## config.mk

```make
export PLATFORM = sky130hd
export DESIGN_NAME = cfg_spi_ctrl
export DESIGN_NICKNAME = d
export VERILOG_FILES = /design/src/rtl/cfg_spi_pkg.sv /design/src/rtl/cfg_spi_sync.sv /design/src/rtl/cfg_spi_ctrl.sv
export SDC_FILE = /design/constraint.sdc
export NUM_CORES = 1
export LEC_CHECK = 0
export CAP_MARGIN = 5
export CORE_MARGIN = 8
export CORE_UTILIZATION = 54
export CTS_CLUSTER_DIAMETER = 30
export CTS_CLUSTER_SIZE = 20
export DETAILED_ROUTE_END_ITERATION = 8
export PLACE_DENSITY_LB_ADDON = 0.1
export SLEW_MARGIN = 15
export SYNTH_ARGS = -nofsm -noshare
export SYNTH_HDL_FRONTEND = slang
export SYNTH_SLANG_ARGS = --single-unit
```

## constraint.sdc

```tcl
create_clock -name clk_i -period 4.2 [get_ports clk_i]
set_input_delay 0.84 -clock clk_i [delete_from_list [all_inputs] [get_ports clk_i]]
set_output_delay 0.84 -clock clk_i [all_outputs]
set_load 0.005 [all_outputs]
```

## src/rtl/cfg_spi_pkg.sv

```systemverilog
// cfg_spi_pkg: frame geometry, opcode encodings and FSM state type for cfg_spi_ctrl
package cfg_spi_pkg;
  localparam int FRAME_LEN = 20;
  localparam int HDR_LEN = 4;
  localparam int RD_LEN = 8;
  localparam logic OP_WR = 1'b1;
  localparam logic OP_RD = 1'b0;
  typedef enum logic [2:0] {IDLE, HDR, DATA, COMMIT, WAIT_CS} state_e;
endpackage

```

## src/rtl/cfg_spi_sync.sv

```systemverilog
// cfg_spi_sync: STAGES-deep synchronizer with one edge-detect flop
// Ports: clk_i system clock; d_i async input; lvl_o synchronized level;
//        rise_o/fall_o single-cycle edge pulses on the synchronized level.
// The flops are deliberately not reset: after a mid-frame reset the chain keeps
// tracking the pads, so no false cs_n fall is produced and a fresh fall is needed.
module cfg_spi_sync #(
  parameter int STAGES = 2
) (
  input  logic clk_i,
  input  logic d_i,
  output logic lvl_o,
  output logic rise_o,
  output logic fall_o
);
  logic [STAGES-1:0] sync_q, sync_d;
  logic prev_q, prev_d;
  always_comb begin
    sync_d = {sync_q[STAGES-2:0], d_i};
    prev_d = sync_q[STAGES-1];
  end
  always_ff @(posedge clk_i) begin
    sync_q <= sync_d;
    prev_q <= prev_d;
  end
  assign lvl_o  = sync_q[STAGES-1];
  assign rise_o = lvl_o & ~prev_q;
  assign fall_o = ~lvl_o & prev_q;
endmodule

```

## src/rtl/cfg_spi_ctrl.sv

```systemverilog
// cfg_spi_ctrl: oversampled mode-0 SPI slave that writes and reads back the config register block
// Ports: clk_i/rst_n_i (sync, active-low); spi_sclk_i/spi_cs_n_i/spi_mosi_i async pads;
//        spi_miso_o readback data; reg_wr_o/reg_adr_o/reg_dat_o register write port;
//        mux_adr_o/mux_dat_i readback mux; busy_o frame in progress; frame_err_o bad/aborted frame.
// Build option: define CFG_SPI_READBACK_EN to include the read path (mux select, capture, MISO).
module cfg_spi_ctrl
  import cfg_spi_pkg::*;
#(
  parameter int SYNC_STAGES = 2
) (
  input  logic        clk_i,
  input  logic        rst_n_i,
  input  logic        spi_sclk_i,
  input  logic        spi_cs_n_i,
  input  logic        spi_mosi_i,
  output logic        spi_miso_o,
  output logic        reg_wr_o,
  output logic [1:0]  reg_adr_o,
  output logic [15:0] reg_dat_o,
  output logic [2:0]  mux_adr_o,
  input  logic [7:0]  mux_dat_i,
  output logic        busy_o,
  output logic        frame_err_o
);
  logic sclk_rise, sclk_fall, unused_sclk_lvl;
  logic cs_lvl, cs_rise, cs_fall;
  logic mosi, unused_mosi_rise, unused_mosi_fall;
  cfg_spi_sync #(.STAGES(SYNC_STAGES)) u_sclk (
    .clk_i(clk_i), .d_i(spi_sclk_i), .lvl_o(unused_sclk_lvl), .rise_o(sclk_rise), .fall_o(sclk_fall)
  );
  cfg_spi_sync #(.STAGES(SYNC_STAGES)) u_cs (
    .clk_i(clk_i), .d_i(spi_cs_n_i), .lvl_o(cs_lvl), .rise_o(cs_rise), .fall_o(cs_fall)
  );
  cfg_spi_sync #(.STAGES(SYNC_STAGES)) u_mosi (
    .clk_i(clk_i), .d_i(spi_mosi_i), .lvl_o(mosi), .rise_o(unused_mosi_rise), .fall_o(unused_mosi_fall)
  );
  state_e state_q, state_d;
  logic [4:0] cnt_q, cnt_d;
  logic [FRAME_LEN-2:0] sr_q, sr_d;
  logic [FRAME_LEN-1:0] frame;
  logic [1:0] reg_adr_q, reg_adr_d;
  logic [15:0] reg_dat_q, reg_dat_d;
  logic reg_wr_q, reg_wr_d, err_q, err_d, busy_q, busy_d;
  logic in_frame, last, rd_hit;
  assign in_frame = state_q == HDR || state_q == DATA;
  // the 20th bit is taken combinationally from mosi so the strobe lands one cycle after its edge
  assign frame = {sr_q, mosi};
  assign last = state_q == DATA && sclk_rise && cnt_q == 5'(FRAME_LEN - 1);
  assign rd_hit = state_q == HDR && sclk_rise && cnt_q == 5'(HDR_LEN - 1) && sr_q[2] == OP_RD && !cs_rise;
  always_comb begin
    state_d = state_q;
    cnt_d = cnt_q;
    sr_d = sr_q;
    reg_adr_d = reg_adr_q;
    reg_dat_d = reg_dat_q;
    reg_wr_d = 1'b0;
    err_d = 1'b0;
    if (state_q == IDLE && cs_fall) begin
      state_d = HDR;
      cnt_d = '0;
    end
    if (in_frame && sclk_rise) begin
      cnt_d = cnt_q + 5'd1;
      sr_d = {sr_q[FRAME_LEN-3:0], mosi};
    end
    if (state_q == HDR && sclk_rise && cnt_q == 5'(HDR_LEN - 1)) state_d = DATA;
    // a final edge coincident with cs_n rise still completes the frame
    if (last) begin
      state_d = COMMIT;
      if (frame[19] == OP_WR) begin
        err_d = frame[18];
        reg_wr_d = !frame[18];
        reg_adr_d = frame[18] ? reg_adr_q : frame[17:16];
        reg_dat_d = frame[18] ? reg_dat_q : frame[15:0];
      end
    end else if (in_frame && cs_rise) begin
      state_d = IDLE;
      err_d = 1'b1;
    end
    // level rather than edge so a cs_n rise seen during COMMIT is not missed
    if (state_q == COMMIT || state_q == WAIT_CS) state_d = cs_lvl ? IDLE : WAIT_CS;
    busy_d = state_d != IDLE;
  end
  always_ff @(posedge clk_i) begin
    if (!rst_n_i) begin
      state_q <= IDLE;
      cnt_q <= '0;
      sr_q <= '0;
      reg_adr_q <= '0;
      reg_dat_q <= '0;
      reg_wr_q <= 1'b0;
      err_q <= 1'b0;
      busy_q <= 1'b0;
    end else begin
      state_q <= state_d;
      cnt_q <= cnt_d;
      sr_q <= sr_d;
      reg_adr_q <= reg_adr_d;
      reg_dat_q <= reg_dat_d;
      reg_wr_q <= reg_wr_d;
      err_q <= err_d;
      busy_q <= busy_d;
    end
  end
  assign reg_wr_o = reg_wr_q;
  assign reg_adr_o = reg_adr_q;
  assign reg_dat_o = reg_dat_q;
  assign frame_err_o = err_q;
  assign busy_o = busy_q;
`ifdef CFG_SPI_READBACK_EN
  logic [2:0] mux_adr_q, mux_adr_d;
  logic [RD_LEN-1:0] rd_sr_q, rd_sr_d;
  logic cap_q, cap_d, miso_q, miso_d;
  always_comb begin
    mux_adr_d = rd_hit ? {sr_q[1:0], mosi} : mux_adr_q;
    cap_d = rd_hit;
    rd_sr_d = cap_q ? mux_dat_i : sclk_fall ? {rd_sr_q[RD_LEN-2:0], 1'b0} : rd_sr_q;
    if (state_q == IDLE && cs_fall) rd_sr_d = '0;
    miso_d = cs_lvl ? 1'b0 : sclk_fall ? rd_sr_q[RD_LEN-1] : miso_q;
  end
  always_ff @(posedge clk_i) begin
    if (!rst_n_i) begin
      mux_adr_q <= '0;
      rd_sr_q <= '0;
      cap_q <= 1'b0;
      miso_q <= 1'b0;
    end else begin
      mux_adr_q <= mux_adr_d;
      rd_sr_q <= rd_sr_d;
      cap_q <= cap_d;
      miso_q <= miso_d;
    end
  end
  assign mux_adr_o = mux_adr_q;
  assign spi_miso_o = miso_q;
`else
  logic unused_rd;
  assign unused_rd = ^{mux_dat_i, sclk_fall, rd_hit};
  assign mux_adr_o = '0;
  assign spi_miso_o = 1'b0;
`endif
endmodule

```

Yosys cells after proc, flatten, opt, wreduce, memory -nomap -nowiden
Cells that the tools add are included.

storage, ports and cells
  flip-flop bits (word level) = 56

operators by class
  bitwise gates (word level) = 7
  reductions and logical operators = 15
  multiplexer cells = 11
  equality and inequality tests = 6
  $add $sub $neg = 1

operators with widths
  cell                   count
  $mux W3                6
  $mux W5                2
  $logic_and A1 B1 Y1    7
  $eq A3 B2 Y1 const B   2
  $reduce_and A3 Y1      2
  $add A5 B1 Y5 const B  1
  $eq A5 B2 Y1 const B   1
  $eq A5 B5 Y1 const B   1
  $not A1 Y1             4
  $and A1 B1 Y1          3
  $eq A3 B1 Y1 const B   1
  $eq A3 B3 Y1 const B   1
  $logic_not A3 Y1       1
  $mux W1                3
  $reduce_bool A3 Y1     1
  $logic_or A1 B1 Y1     2
  $reduce_bool A2 Y1     1
  $logic_not A1 Y1       1

Longest topological paths before layout
  depth in word-level cells = 9
  gate-level depth with buffers = 8

Hierarchy
A second synthesis with hierarchy kept.

unflattened totals
  cell total of the unflattened synthesis = 231
  area total of the unflattened synthesis = 2,220.9 um^2

by module, submodules not included
  module        sequential area each (um^2)  area each (um^2)  cells an instance  times used
  cfg_spi_ctrl  960.9                        1,995.7           216                1
  cfg_spi_sync  60.1                         75.1              5                  3

Worst setup path after synthesis
Ideal clock, no wire load.

  kind = reg-to-reg
  start = register cnt_q[0]
  end = register reg_adr_q[0], in the netlist reg_adr_o[0]
  cell stages (with the launch flop) = 9
  arrival = 2.034 ns
  path buffers = 3
  path slack = 2.029 ns
  library setup time = 0.138 ns
  period minus slack after synthesis = 2.171 ns
  path through = dfxtp_1 ha_1 or4b_1 buf_2 or4_4 buf_6 buf_12 nand2_2 a21oi_2

on the way
  cells in the longest elaborated chain, start to end = 3

ends and longest elaborated chain
  item                         line                source
  start, declared              cfg_spi_ctrl.sv:38  logic [4:0] cnt_q, cnt_d;
  start signal, assigned       cfg_spi_ctrl.sv:96  cnt_q <= cnt_d;
  $eq A5 B5 Y1                 cfg_spi_ctrl.sv:48  assign last = state_q == DATA && sclk_rise && cnt_q == 5'(FRAME_LEN - 1);
  $logic_and A1 B1 Y1          cfg_spi_ctrl.sv:48
  $reduce_and A3 Y1 (no line)  --
  end signal, assigned         cfg_spi_ctrl.sv:98  reg_adr_q <= reg_adr_d;
  end, declared                cfg_spi_ctrl.sv:41  logic [1:0] reg_adr_q, reg_adr_d;

Every way passes these cells.
A chain may end at the register's enable or synchronous reset.

Worst setup path in the final report
  start = register cnt_q[0]
  end = register reg_adr_q[1], in the netlist reg_adr_o[1]

The elaborated chain is that of the path after synthesis.

==> summary.txt <==
Pwr
  • Leak: 0.000829 uW
  • Worst VDD drop: 0.000211 V
  • PwrDens: 361 nW/um^2
  • Pwr Total: 914 uW

Timing
  • Period Utilization, post-route: 59.3%
  • Unrepaired setup endpoints after global routing: no
  • Max Freq: 0.402 GHz
  • Hold WS: 0.334 ns
  • Max-slew headroom: 39.1%
  • Fin. max-slew vios: 0
  • Tightest Pin Transition: 0.906 ns
  • Layout Skew: 0.0106 ns
  • Setup_tns: 0 ns
  • Fin. Hold Viols: 0
  • Final worst slack: 1.71 ns
  • Setup violators final: 0
  • Period minus WS final: 2.49 ns

Detailed routing
  • Detailed Route WL: 3.98 mm
  • Via density: 5.24
  • Antenna-violating nets left: 0
  • DRC Markers: 0
  • DRT iter0 DRCs: 111
  • First-pass DRT Iterations: 4
  • Wire per inst: 12.3 um
  • Via count: 1692

Placement
  • Hpwl dp: 2.61 mm
  • Final weighted congestion in routability-driven placement: 0.806
  • Port bufs: 25
  • Post-place setup slack: 1.68 ns
  • Post-DP Area: 2420 um^2

Clock network
  • Root buffer cell: clkbuf_8
  • Clock Latency Late Sink: 0.31 ns
  • Resized cells post-CTS: 0
  • TritonCTS buffer count: 5
  • Post-CTS Setup Bufs: 0
  • Clock sink count: 56
  • Reg clk slew, reported paths: 0.10 ns
  • CTS max path bufs: 2
  • CTS tree: built
  • H-tree depth: 2
  • # hold bufs at CTS: 0

Synth
  • Yosys warning count: 0
  • Primary FF master, synth: dfxtp_1
  • Top-area cell type share of the netlist area: 51.1%
  • Cell area after synthesis: 2200 um^2
  • Post-synth ARST share: 0%
  • Sequential area share after synthesis: 51.1%
  • Synth Instances: 254
  • Cell taking the most area after synthesis: dfxtp_1
  • Largest cells by area after synthesis: dfxtp_1, nand2_1, a21oi_1, a21oi_2, nand2_2
  • Post-synth EDFFs: 0
  • Post-Syn Area per Cell: 8.65 um^2
  • Synth cell types: 44
  • FF+latch count, synth: 56
  • Most frequent cell after synthesis: nand2_1
  • Post-synth top cells: nand2_1, dfxtp_1, a21oi_1

Cells and area
  • Register Area: 1120 um^2
  • # diodes: 0
  • Final Cell Area: 2530 um^2
  • Area occupied by multi-input gates: 951 um^2
  • Final Net Count: 286
  • Layout cells sized above 1: 13.6%
  • Number of fill cells: 362
  • Area Overhead vs Synth: 15.2%

Global routing
  • GRT Util Overall: 13.2%
  • First-pass GRT wire length: 6.82 mm
  • Largest net degree at the start of global routing: 43
  • Vias in the first global route: 1586
  • Initial antenna violation count: 0
  • Total grt overflow: 0

Critical path
  • Critical path required time: 4.45 ns
  • Crit-path max FO: 18
  • Crit path capture type: flip-flop
  • Setup CP Type: flip-flop to flip-flop
  • CP startpoint kind: flip-flop
  • WP data arrival: 2.74 ns

Die
  • Die area: 6360 um^2
  • I/O Pins: 38
  • Die Span Y: 79.8 um
  • Num rows: 23
  • Die W: 79.8 um
  • Std-Cell Core Area: 3970 um^2
  • Effective utilization at floorplan: 55.3%

Job
  • Max Cap Viol: 0

Hold path
  • Worst Hold Class: flip-flop to flip-flop

Outcome
  • Status: complete, no violations
-- cell type report --
class                      count  share of cell area (%)
clock inverter                 2                    1.53
clock buffer                   6                    2.87
inverter                       5                   0.742
sequential                    56                    44.3
tap                           50                    2.47
multi-input combinational    177                    37.6
timing repair buffer          27                    10.5
-- per-stage QoR --
step | cells | utilization, %
2_1_floorplan | 257 | -
3_3_place_gp | 315 | 60.9
3_5_place_dp | 315 | 60.9
4_1_cts | 323 | 63.7
5_1_grt | 323 | 63.7
6_report | 323 | 63.7
-- layout by cell type, fill, tap and decap left out, types with 2 or more instances in the layout --
master	Yosys	layout
nand3b_1	3	3
nand2_1	69	69
nand2b_1	3	3
clkdlybuf4s50_1	0	25
o21ai_0	4	4
dfxtp_1	56	56
or3b_2	2	2
or2_2	2	2
a21oi_2	10	10
nand3_1	4	4
nand2_2	10	10
clkbuf_8	0	5
nor2b_1	2	2
buf_4	5	2
nor3_1	7	7
conb_1	1	4
inv_1	4	4
a31oi_1	2	2
nor2_1	5	5
a21oi_1	29	29
-- final timing paths --
kind	slack, ns	cells after the start	start	end
worst max-delay path	1.71	5	cnt_q[0]$_SDFFE_PN0P_	reg_adr_o[1]$_SDFFE_PN0P_
worst max register to register	1.71	5	cnt_q[0]$_SDFFE_PN0P_	reg_adr_o[1]$_SDFFE_PN0P_
worst min register to register	0.33	0	u_cs.sync_q[0]$_DFF_P_	u_cs.sync_q[1]$_DFF_P_
worst min-delay path	0.33	0	u_cs.sync_q[0]$_DFF_P_	u_cs.sync_q[1]$_DFF_P_
-- sequential cells by signal, summed over array words and instances, names as in the netlist --
register / cells
u_sclk.prev_q: 1
reg_adr_o: 2
u_sclk.sync_q: 2
reg_wr_o: 1
reg_dat_o: 16
cnt_q: 5
state_q: 3
u_mosi.sync_q: 2
u_cs.sync_q: 2
busy_o: 1
u_cs.prev_q: 1
sr_q: 19
frame_err_o: 1
-- where the power goes --
group	switching, uW	internal, uW
sequential	2.75	535
clock	172	180
combinational	14.8	8.56
-- layer usage --
layer  global-route usage, %  vias up  part of all wire, %
li1                        -      876                    -
met1                    15.0      782                   48
met2                    22.3       27                   46
met3                    3.04        7                  4.1
met4                    7.09        0                  2.0
met5                       0        -                    0
-- critical path, stage by stage, from the launching register on --
cell	delay, ns
dfxtp_1	0.38
ha_1	0.22
or4b_1	0.61
nor4_4	0.87
nand2_1	0.19
a21oi_2	0.17
-- cell families after synthesis --
group	synth area share [%]
AO/OA/AOI/OAI	15.0
XOR/XNOR	0.399
adder cells (fa/ha/maj)	0.570
buffers and inverters	6.15
flip-flops	51.1
multiplexers	0.513
other	0.171
AND/OR/NAND/NOR	26.1
Power figures use the tool's default switching activity.
==> edit (same settings) <==
Put one more register stage on the output `reg_dat_o`. The value now appears one clock later. The other outputs are not delayed to match.
--- a/src/rtl/cfg_spi_ctrl.sv
+++ b/src/rtl/cfg_spi_ctrl.sv
@@ -106,3 +106,5 @@
   assign reg_adr_o = reg_adr_q;
-  assign reg_dat_o = reg_dat_q;
+  always_ff @(posedge clk_i) begin
+    reg_dat_o <= reg_dat_q;
+  end
   assign frame_err_o = err_q;
Check against the original RTL: same outputs for any inputs over 10 cycles, from zero or initial values and one cycle with rst_n_i low; that may be too few to reach the edited logic, so the function may still have changed.
==> edit against the original RTL <==
  * Power is 38% higher
  * Non-clock buffer count unchanged
  * Routed wire length up 7.5%
  * Cell count grew 9.3%
  * Worst setup slack gained 0.43 ns
  * Core utilization up 0.54 points
  * Design area increased by 18%
  * Sequential cell count rose by 16
  * Synthesized area up 17%
  * Clock power increased by 56%
  * Critical endpoint is now reg_dat_q[8]
  * Highest routed layer unchanged
==> edit: results (changes against the original RTL) <==
startpoint types=register; Via density=5.10 (-2.5%); Post-CTS Setup Inserts=0 (unchanged); H-tree depth=3 (+1); number of fill cells in the layout=400 (+10%); status=complete, no violations; DRT Pass-1 Iters=4 (unchanged); worst-margin pin slew=0.779 ns (-0.127 ns); antenna cells=0 (unchanged); worst skew pair latency=0.33 ns (+0.02 ns); synth unique cells=40 (-9.1%); Max VDD drop=0.000284 V (+35%); EDFF count, synth=0 (unchanged); WP data arrival=2.28 ns (-0.46 ns); first-pass GRT wire length=7380 um (+8.1%); Clock Tree Root=clkbuf_8; hold path start=u_cs.sync_q[0]; routed wire length=4280 um (+7.5%); clk slew on worst S/H paths=0.07 ns (-0.03 ns); Yosys warnings=0 (unchanged); P_leak=1.03 nW (+24%); Seq/Total Area, Yosys=0.563 (+0.0520); Top Registers=sr_q (19), reg_dat_o (16), reg_dat_q (16); worst hold path class=register to register; Total GRT Usage=0.126 (-0.00629); vias in the first global route=1711 (+7.9%); Port Buffers=25 (unchanged); Synth async-reset ratio=0 (unchanged); RR Startpoint=cnt_q[0]; Commonest cells post-synth=nand2_1 (78), dfxtp_1 (72), a21boi_0 (29); CTS max path bufs=2 (unchanged); maximum number of pins on one net before global-route repair=29 (-33%); Crit Path Max Fanout=18 (unchanged); post-CTS sizing=0 (unchanged); dpl hpwl=2820 um (+8.2%); routability cong.=0.866 (+7.5%); TritonCTS Buffers=9 (+4); Synth area leaders=dfxtp_1 (56%), nand2_1 (11%), a21boi_0 (8.5%), a21boi_1 (2.9%), buf_4 (2.1%); clock skew=0.00993 ns (-0.000629 ns); initial antenna violation count=0 (unchanged); Layout Nets=308 (+7.7%); share of layout cells above drive strength 1=0.0803 (-0.0553); Initial DRC Count=72 (-35%)
[edit: cell count changes after synthesis, moves of 3 or more]
| cell | delta |
|---|---|
| a21boi_0 | +28 |
| a21boi_1 | +10 |
| a21oi_1 | -23 |
| a21oi_2 | -10 |
| and2_1 | +3 |
| clkbuf_1 | -3 |
| dfxtp_1 | +16 |
| nand2_1 | +9 |
| nand2_2 | -9 |
| nor2_1 | +4 |
| nor3_1 | -4 |
[edit: power by group]
part	total, mW	switching (mW)	internal [mW]
Clock	0.549	0.241	0.308
Sequential	0.689	0.00250	0.687
Combinational	0.0262	0.0130	0.0132
[edit: per-stage QoR]
step	hold slack [ns]	area, um2	total power [mW]	setup slack [ns]	std cells
2_1_floorplan	0.310	2570	0.726	2.43	277
3_3_place_gp	0.313	2790	0.731	1.87	337
3_5_place_dp	0.315	2790	0.731	1.84	337
4_1_cts	0.338	2990	1.28	2.10	353
5_1_grt	0.352	2990	1.31	1.90	353
6_report	0.332	2990	1.26	2.15	353
[edit: layout make-up]
class,instances,area share
timing repair buffer,27,0.0886
clock buffer,12,0.0518
tap,54,0.0226
inverter,3,0.00376
clock inverter,4,0.0176
sequential,72,0.481
multi-input combinational,181,0.334
[edit: cells by family (layout without fill, tap and decap cells)]
logic type,after synthesis,after routing,share of synthesized area
simple gates,113,113,0.205
compound gates,62,62,0.170
buf+inv,24,46,0.0532
xor+xnor,1,1,0.00342
flops,72,72,0.562
fa+ha+maj,1,1,0.00488
other cells,1,4,0.00146
[edit: critical path, stage by stage, from the launching register on]
cell and delay, ns:
dfxtp_1 0.38, ha_1 0.24, nor4b_4 0.30, nand2_2 0.13, or3_1 0.64, nand2_1 0.16, a21boi_1 0.08
[edit: final timing paths]
kind,endpoint,slack [ns],cells after the start
worst max-delay path,reg_dat_q[8],2.15,6
worst max register to register,reg_dat_q[8],2.15,6
worst min register to register,u_cs.sync_q[1],0.33,0
worst min-delay path,u_cs.sync_q[1],0.33,0
[edit: metal layers]
metal,vias up,track usage,part of all wire
li1,946,-,-
met1,804,0.143,0.48
met2,42,0.199,0.44
met3,10,0.0434,0.060
met4,0,0.0761,0.020
met5,-,0,0
